==> src/rtl/vga_plot_pkg.sv <==
// Shared constants and FSM encoding for the VGA pixel-write arbiter.
// Defaults describe a 160x120, 3-bit colour frame with three requesters.
package vga_plot_pkg;

  localparam int N_REQ_DEF = 3;
  localparam int XW_DEF    = 8;
  localparam int YW_DEF    = 7;
  localparam int CW_DEF    = 3;
  localparam int H_RES_DEF = 160;
  localparam int V_RES_DEF = 120;

  typedef enum logic {
    IDLE  = 1'b0,
    CLEAR = 1'b1
  } state_t;

endpackage

==> src/rtl/vga_plot_arbiter_if.sv <==
// Requester-side pixel bus: per-requester valid/ready plus packed x/y/colour.
// Requester i occupies slice [i*W +: W] of each packed field.
interface vga_plot_arbiter_if
  import vga_plot_pkg::*;
#(
  parameter int N_REQ = N_REQ_DEF,
  parameter int XW    = XW_DEF,
  parameter int YW    = YW_DEF,
  parameter int CW    = CW_DEF
);

  logic [N_REQ-1:0]    req_valid;
  logic [N_REQ-1:0]    req_ready;
  logic [N_REQ*XW-1:0] req_x;
  logic [N_REQ*YW-1:0] req_y;
  logic [N_REQ*CW-1:0] req_colour;

  modport master (
    output req_valid, req_x, req_y, req_colour,
    input  req_ready
  );

  modport slave (
    input  req_valid, req_x, req_y, req_colour,
    output req_ready
  );

endinterface

==> src/rtl/rr_arbiter.sv <==
// Combinational N-way round-robin: first asserted request at or after ptr wins.
// The pointer itself lives in the parent so this block stays stateless.
module rr_arbiter #(
  parameter int N  = 3,
  parameter int PW = (N > 1) ? $clog2(N) : 1
) (
  input  logic [N-1:0]  req,
  input  logic [PW-1:0] ptr,
  output logic [N-1:0]  grant,
  output logic [PW-1:0] idx,
  output logic          found
);

  logic [PW-1:0] pos;

  always_comb begin
    grant = '0;
    idx   = '0;
    found = 1'b0;
    pos   = '0;
    for (int k = 0; k < N; k++) begin
      pos = PW'((int'(ptr) + k) % N);
      if (!found && req[pos]) begin
        found      = 1'b1;
        grant[pos] = 1'b1;
        idx        = pos;
      end
    end
  end

endmodule

==> src/rtl/vga_plot_arbiter.sv <==
// Shares the VGA adapter's single pixel-write port among N_REQ requesters and
// runs a full-frame clear sequencer that pre-empts all of them while active.
module vga_plot_arbiter
  import vga_plot_pkg::*;
#(
  parameter int N_REQ = N_REQ_DEF,
  parameter int XW    = XW_DEF,
  parameter int YW    = YW_DEF,
  parameter int CW    = CW_DEF,
  parameter int H_RES = H_RES_DEF,
  parameter int V_RES = V_RES_DEF
) (
  input  logic                CLOCK_50,
  input  logic                reset,
  vga_plot_arbiter_if.slave   req_bus,
  input  logic                clear_req,
  input  logic [CW-1:0]       clear_colour,
  output logic [XW-1:0]       vga_x,
  output logic [YW-1:0]       vga_y,
  output logic [CW-1:0]       vga_colour,
  output logic                vga_plot,
  output logic                busy,
  output logic                clear_done,
  output logic                oob
);

  localparam int PW = (N_REQ > 1) ? $clog2(N_REQ) : 1;

  state_t        state_q, state_d;
  logic [PW-1:0] rr_ptr_q, rr_ptr_d;
  logic [XW-1:0] cx_q, cx_d;
  logic [YW-1:0] cy_q, cy_d;
  logic [CW-1:0] fill_q, fill_d;
  logic [XW-1:0] vga_x_q, vga_x_d;
  logic [YW-1:0] vga_y_q, vga_y_d;
  logic [CW-1:0] vga_colour_q, vga_colour_d;
  logic          vga_plot_q, vga_plot_d;
  logic          clear_done_q, clear_done_d;
  logic          oob_q, oob_d;

  logic [N_REQ-1:0] grant;
  logic [PW-1:0]    win;
  logic             any_grant;
  logic [XW-1:0]    win_x;
  logic [YW-1:0]    win_y;
  logic [CW-1:0]    win_colour;
  logic             in_range;
  logic             last_px;

  rr_arbiter #(.N(N_REQ), .PW(PW)) u_rr (
    .req   (req_bus.req_valid),
    .ptr   (rr_ptr_q),
    .grant (grant),
    .idx   (win),
    .found (any_grant)
  );

  assign win_x      = req_bus.req_x[int'(win)*XW +: XW];
  assign win_y      = req_bus.req_y[int'(win)*YW +: YW];
  assign win_colour = req_bus.req_colour[int'(win)*CW +: CW];
  assign in_range   = (int'(win_x) < H_RES) && (int'(win_y) < V_RES);
  assign last_px    = (cx_q == XW'(H_RES - 1)) && (cy_q == YW'(V_RES - 1));

  // A pending clear suppresses every grant in the same cycle it is accepted.
  assign req_bus.req_ready = (state_q == IDLE && !clear_req) ? grant : '0;
  assign busy              = (state_q == CLEAR);

  always_comb begin
    state_d      = state_q;
    rr_ptr_d     = rr_ptr_q;
    cx_d         = cx_q;
    cy_d         = cy_q;
    fill_d       = fill_q;
    vga_x_d      = vga_x_q;
    vga_y_d      = vga_y_q;
    vga_colour_d = vga_colour_q;
    vga_plot_d   = 1'b0;
    clear_done_d = 1'b0;
    oob_d        = 1'b0;
    case (state_q)
      IDLE: begin
        if (clear_req) begin
          fill_d  = clear_colour;
          cx_d    = '0;
          cy_d    = '0;
          state_d = CLEAR;
        end else if (any_grant) begin
          vga_x_d      = win_x;
          vga_y_d      = win_y;
          vga_colour_d = win_colour;
          vga_plot_d   = in_range;
          oob_d        = !in_range;
          rr_ptr_d     = (win == PW'(N_REQ - 1)) ? '0 : win + 1'b1;
        end
      end
      CLEAR: begin
        vga_x_d      = cx_q;
        vga_y_d      = cy_q;
        vga_colour_d = fill_q;
        vga_plot_d   = 1'b1;
        if (cx_q == XW'(H_RES - 1)) begin
          cx_d = '0;
          cy_d = cy_q + 1'b1;
        end else begin
          cx_d = cx_q + 1'b1;
        end
        if (last_px) begin
          state_d      = IDLE;
          clear_done_d = 1'b1;
        end
      end
      default: state_d = IDLE;
    endcase
  end

  always_ff @(posedge CLOCK_50) begin
    if (reset) begin
      state_q      <= IDLE;
      rr_ptr_q     <= '0;
      cx_q         <= '0;
      cy_q         <= '0;
      fill_q       <= '0;
      vga_x_q      <= '0;
      vga_y_q      <= '0;
      vga_colour_q <= '0;
      vga_plot_q   <= 1'b0;
      clear_done_q <= 1'b0;
      oob_q        <= 1'b0;
    end else begin
      state_q      <= state_d;
      rr_ptr_q     <= rr_ptr_d;
      cx_q         <= cx_d;
      cy_q         <= cy_d;
      fill_q       <= fill_d;
      vga_x_q      <= vga_x_d;
      vga_y_q      <= vga_y_d;
      vga_colour_q <= vga_colour_d;
      vga_plot_q   <= vga_plot_d;
      clear_done_q <= clear_done_d;
      oob_q        <= oob_d;
    end
  end

  assign vga_x      = vga_x_q;
  assign vga_y      = vga_y_q;
  assign vga_colour = vga_colour_q;
  assign vga_plot   = vga_plot_q;
  assign clear_done = clear_done_q;
  assign oob        = oob_q;

endmodule

==> src/flat_wrapper.sv <==
// flat-port wrapper written by rule: the top's interface ports become plain ports
module vga_plot_arbiter_flat import vga_plot_pkg::*;
#(
  parameter int N_REQ = N_REQ_DEF,
  parameter int XW    = XW_DEF,
  parameter int YW    = YW_DEF,
  parameter int CW    = CW_DEF,
  parameter int H_RES = H_RES_DEF,
  parameter int V_RES = V_RES_DEF
)
  (CLOCK_50, reset, clear_req, clear_colour, vga_x, vga_y, vga_colour, vga_plot, busy, clear_done, oob, req_bus_req_valid, req_bus_req_x, req_bus_req_y, req_bus_req_colour, req_bus_req_ready);
  vga_plot_arbiter_if #(.N_REQ(N_REQ), .XW(XW), .YW(YW), .CW(CW)) req_bus_i ();
  input  logic CLOCK_50;
  input  logic reset;
  input  logic clear_req;
  input  logic [CW-1:0] clear_colour;
  output logic [XW-1:0] vga_x;
  output logic [YW-1:0] vga_y;
  output logic [CW-1:0] vga_colour;
  output logic vga_plot;
  output logic busy;
  output logic clear_done;
  output logic oob;
  input wire logic [$bits(req_bus_i.req_valid)-1:0] req_bus_req_valid;
  input wire logic [$bits(req_bus_i.req_x)-1:0] req_bus_req_x;
  input wire logic [$bits(req_bus_i.req_y)-1:0] req_bus_req_y;
  input wire logic [$bits(req_bus_i.req_colour)-1:0] req_bus_req_colour;
  output wire logic [$bits(req_bus_i.req_ready)-1:0] req_bus_req_ready;
  assign req_bus_i.req_valid = req_bus_req_valid;
  assign req_bus_i.req_x = req_bus_req_x;
  assign req_bus_i.req_y = req_bus_req_y;
  assign req_bus_i.req_colour = req_bus_req_colour;
  assign req_bus_req_ready = req_bus_i.req_ready;
  vga_plot_arbiter #(.N_REQ(N_REQ), .XW(XW), .YW(YW), .CW(CW), .H_RES(H_RES), .V_RES(V_RES)) u_core (.CLOCK_50(CLOCK_50), .reset(reset), .req_bus(req_bus_i), .clear_req(clear_req), .clear_colour(clear_colour), .vga_x(vga_x), .vga_y(vga_y), .vga_colour(vga_colour), .vga_plot(vga_plot), .busy(busy), .clear_done(clear_done), .oob(oob));
endmodule
==> config.mk <==
export PLATFORM = sky130hd
export DESIGN_NAME = vga_plot_arbiter_flat
export DESIGN_NICKNAME = d
export VERILOG_FILES = /design/src/rtl/vga_plot_pkg.sv /design/src/rtl/vga_plot_arbiter_if.sv /design/src/rtl/rr_arbiter.sv /design/src/rtl/vga_plot_arbiter.sv /design/src/flat_wrapper.sv
export SDC_FILE = /design/constraint.sdc
export NUM_CORES = 1
export LEC_CHECK = 0
export CAP_MARGIN = 0
export CORE_MARGIN = 5
export CORE_UTILIZATION = 49
export CTS_CLUSTER_SIZE = 16
export DETAILED_ROUTE_END_ITERATION = 10
export GPL_TIMING_DRIVEN = 0
export PLACE_DENSITY = 0.85
export RECOVER_POWER = 100
export SKIP_CTS_REPAIR_TIMING = 1
export SYNTH_ARGS = -nofsm -noshare
export SYNTH_HDL_FRONTEND = slang
export SYNTH_SLANG_ARGS = --single-unit
==> constraint.sdc <==
create_clock -name CLOCK_50 -period 5.5 [get_ports CLOCK_50]
set_clock_uncertainty 0.05 [all_clocks]
set_input_delay 0.825 -clock CLOCK_50 [delete_from_list [all_inputs] [get_ports CLOCK_50]]
set_output_delay 0.825 -clock CLOCK_50 [all_outputs]
set_load 0.01 [all_outputs]
==> results.py <==
metrics = {
    "critical_path": {
        "reg2reg_depth": 12,
        "critical_path_required_ns": 5.62,
        "path_class": "input pin to register",
        "crit_fanout": 10,
        "endpoint_kind": "register",
        "r2r_start": "u_core.rr_ptr_q[0]",
        "critPathLaunchType": "input pin",
        "reg2reg_slack_ns": 1.58,
        "r2r_end": "u_core.vga_x[5]",
        "critPathLaunch": "req_bus_req_valid[1]",
        "crit_arrival_ns": 4.42,
        "endpoint": "u_core.vga_x[5]",
    },
    "power": {
        "p_per_area_nw_per_um2": 260,
        "p_leak_uw": 0.00146,
        "peakVddDrop_uv": 163,
    },
    "sta": {
        "finalSetupTns_ns": 0,
        "max_slew_margin": 0.501,
        "final.period_utilization": 0.782,
        "rsz0062_at_grt": "false",
        "setup_slack_ns": 1.20,
        "slew_viol_final": 0,
        "worst_pin_slew_ns": 0.748,
        "hold_violations": 0,
        "fmax_mhz": 232,
        "setup_viol": 0,
        "fin_crit_ns": 4.30,
    },
    "placed_design": {
        "portBuffers": 86,
        "dp_hpwl_um": 6400,
        "place_ws_ns": 1.78,
        "place_inst": 465,
        "place_congestion": 0.913,
    },
    "routing": {
        "route.detailed.wl_per_inst_um": 17.7,
        "ant_nets": 0,
        "postRouteWirelength_um": 8360,
        "drcViolationCount": 0,
        "detail_route.vias_per_cell": 5.99,
        "drt_first_pass_iters": 5,
        "vias": 2825,
        "drt-initial-drc-count": 216,
    },
    "finish": {
        "drive_above_1_share": 0.0622,
        "nNetsFinal": 471,
        "syn_to_final_growth_pct": 40.1,
        "fillers": 453,
        "antenna_cells": 0,
        "final_cells": 472,
    },
    "floorplanning": {
        "core-area_um2": 5140,
        "start_util": 0.505,
        "die_y_um": 82.8,
        "dieArea_um2": 6850,
        "placementRows": 26,
        "fp.dieW_um": 82.8,
        "ios": 88,
    },
    "clock_tree": {
        "cts_tree": "yes",
        "cts_made_buffers": 5,
        "clk_pin_slew_ns": 0.08,
        "cts_buffer_depth": 2,
        "htreeDepth": 2,
        "worstSkewPairLatency_ns": 0.30,
        "cts.sinks": 42,
        "cts-root-buf": "clkbuf_8",
    },
    "synth": {
        "yosysUniqueCellTypes": 55,
        "yosysWarnings": 0,
        "mappedNetlistNets": 378,
        "synth-seq-cells": 42,
        "synth_edf_count": 0,
        "ys_async_sr_fraction": 0,
        "syn_area_um2": 2590,
        "netlist_instances": 309,
        "ys_seq_area_frac": 0.324,
        "synth.avg_cell_area_um2": 8.40,
        "ys.flop_type": "dfxtp_1",
    },
    "flow_run": {
        "drv_cap": 0,
    },
    "grt": {
        "antenna_found_initial": 0,
        "overflow": 0,
        "first_global_vias": 2782,
        "grt_pass1_wl_um": 13300,
        "track_usage": 0.254,
        "grt_start_max_net_pins": 13,
    },
    "run_status": {
        "outcome": "completed",
    },
    "hold_path": {
        "hp-class": "register to register",
    },
}
==> through the flow <==
step / hold slack [ns] / utilization / total power (µW) / cell area, µm²
6_report: 0.462 / 0.707 / 946 / 3630
5_1_grt: 0.506 / 0.707 / 992 / 3630
3_3_place_gp: 0.436 / 0.689 / 711 / 3540
4_1_cts: 0.462 / 0.711 / 961 / 3660
3_5_place_dp: 0.444 / 0.689 / 716 / 3540
2_1_floorplan: 0.414 / - / 568 / 2590
==> layout by cell type, fill, tap and decap left out, types with 4 or more instances in the layout <==
cell type	Yosys	final
dfxtp_1	42	42
a222oi_1	4	4
clkdlybuf4s50_1	0	59
inv_1	5	5
and3_1	6	6
nor2_1	33	33
o211ai_1	4	4
a22oi_1	13	13
ha_1	6	6
mux2i_1	26	26
dlygate4sd3_1	0	27
o2bb2ai_1	11	11
o21ai_0	8	17
mux2_2	4	4
a21oi_1	16	16
xor2_1	5	5
nand2_1	27	27
clkbuf_8	0	6
nand4_1	8	8
nor3_1	7	7
nand3_1	5	5
clkbuf_1	13	16
a22o_1	4	4
==> critical path: stages <==
cell and delay [ns]:
dlygate4sd3_1 0.64, mux2i_1 0.24, o21a_1 0.29, nor3b_1 0.48, or2_0 0.17, clkbuf_1 0.51
clkbuf_1 0.64, mux2i_1 0.29, o21ai_0 0.17, o2bb2ai_1 0.18
==> cells in the mapped netlist, types with 5 or more instances <==
library cell,n,area share
a21oi_1,16,0.031
a22oi_1,13,0.038
and3_1,6,0.014
clkbuf_1,13,0.019
dfxtp_1,42,0.32
ha_1,6,0.029
inv_1,5,0.0072
mux2i_1,26,0.10
nand2_1,27,0.039
nand3_1,5,0.0096
nand4_1,8,0.019
nor2_1,33,0.048
nor3_1,7,0.013
o21ai_0,8,0.015
o21ai_1,10,0.019
o2bb2ai_1,11,0.037
xor2_1,5,0.017
==> registers in the layout, indices dropped and copies added, names as in the netlist <==
signal	flops
u_core.fill_q	3
u_core.vga_colour	3
u_core.vga_x	8
u_core.cy_q	7
u_core.cx_q	8
u_core.vga_y	7
u_core.clear_done	1
u_core.busy	1
u_core.rr_ptr_q	2
u_core.vga_plot	1
u_core.oob	1
==> where the power goes <==
group	leakage [µW]	switching (µW)	internal [µW]
Combinational	0.00106	190	167
Sequential	0.000342	13.1	325
Clock	0.0000573	105	145
==> metal layers <==
metal  GRT usage  vias to the layer above  routed length [µm]
li1            -                     1334                   -
met1       0.311                     1325                3460
met2       0.435                      147                4000
met3      0.0583                       19                 696
met4      0.0899                        0                 193
met5           0                        -                   0
==> cell families after synthesis <==
kind of cell | Yosys count | share of synthesized area
DFF | 42 | 0.324
buffers and inverters | 26 | 0.0477
and+or+nand+nor | 110 | 0.214
AOI/OAI and AO/OA | 89 | 0.246
muxes | 31 | 0.122
xor gates and xnor gates | 5 | 0.0169
adders and majority gates | 6 | 0.0289
==> how the worst min path moves through the flow <==
stage	startpoint	end	slack [ns]	depth (start not counted)
floorplan	u_core.fill_q[0]	u_core.fill_q[0]	0.41	2
global placement	u_core.vga_y[4]	u_core.vga_y[4]	0.44	2
detailed placement	u_core.vga_x[7]	u_core.vga_x[7]	0.44	2
CTS	u_core.vga_x[7]	u_core.vga_x[7]	0.46	2
global route	u_core.fill_q[0]	u_core.fill_q[0]	0.51	2
finish	u_core.vga_x[7]	u_core.vga_x[7]	0.46	2
==> area by class of cell <==
cell class              instances  area [µm²]  share of cell area
inverters                       5        18.8             0.00516
clock buffers                   6        82.6              0.0227
flip-flops and latches         42         841               0.231
plain buffers                  21        90.1              0.0248
multi-input cells             241        1620               0.447
well taps                      70        87.6              0.0241
clock inverters                 1        30.0             0.00826
repair buffers                 86         861               0.237
(Power assumes the default switching activity.)
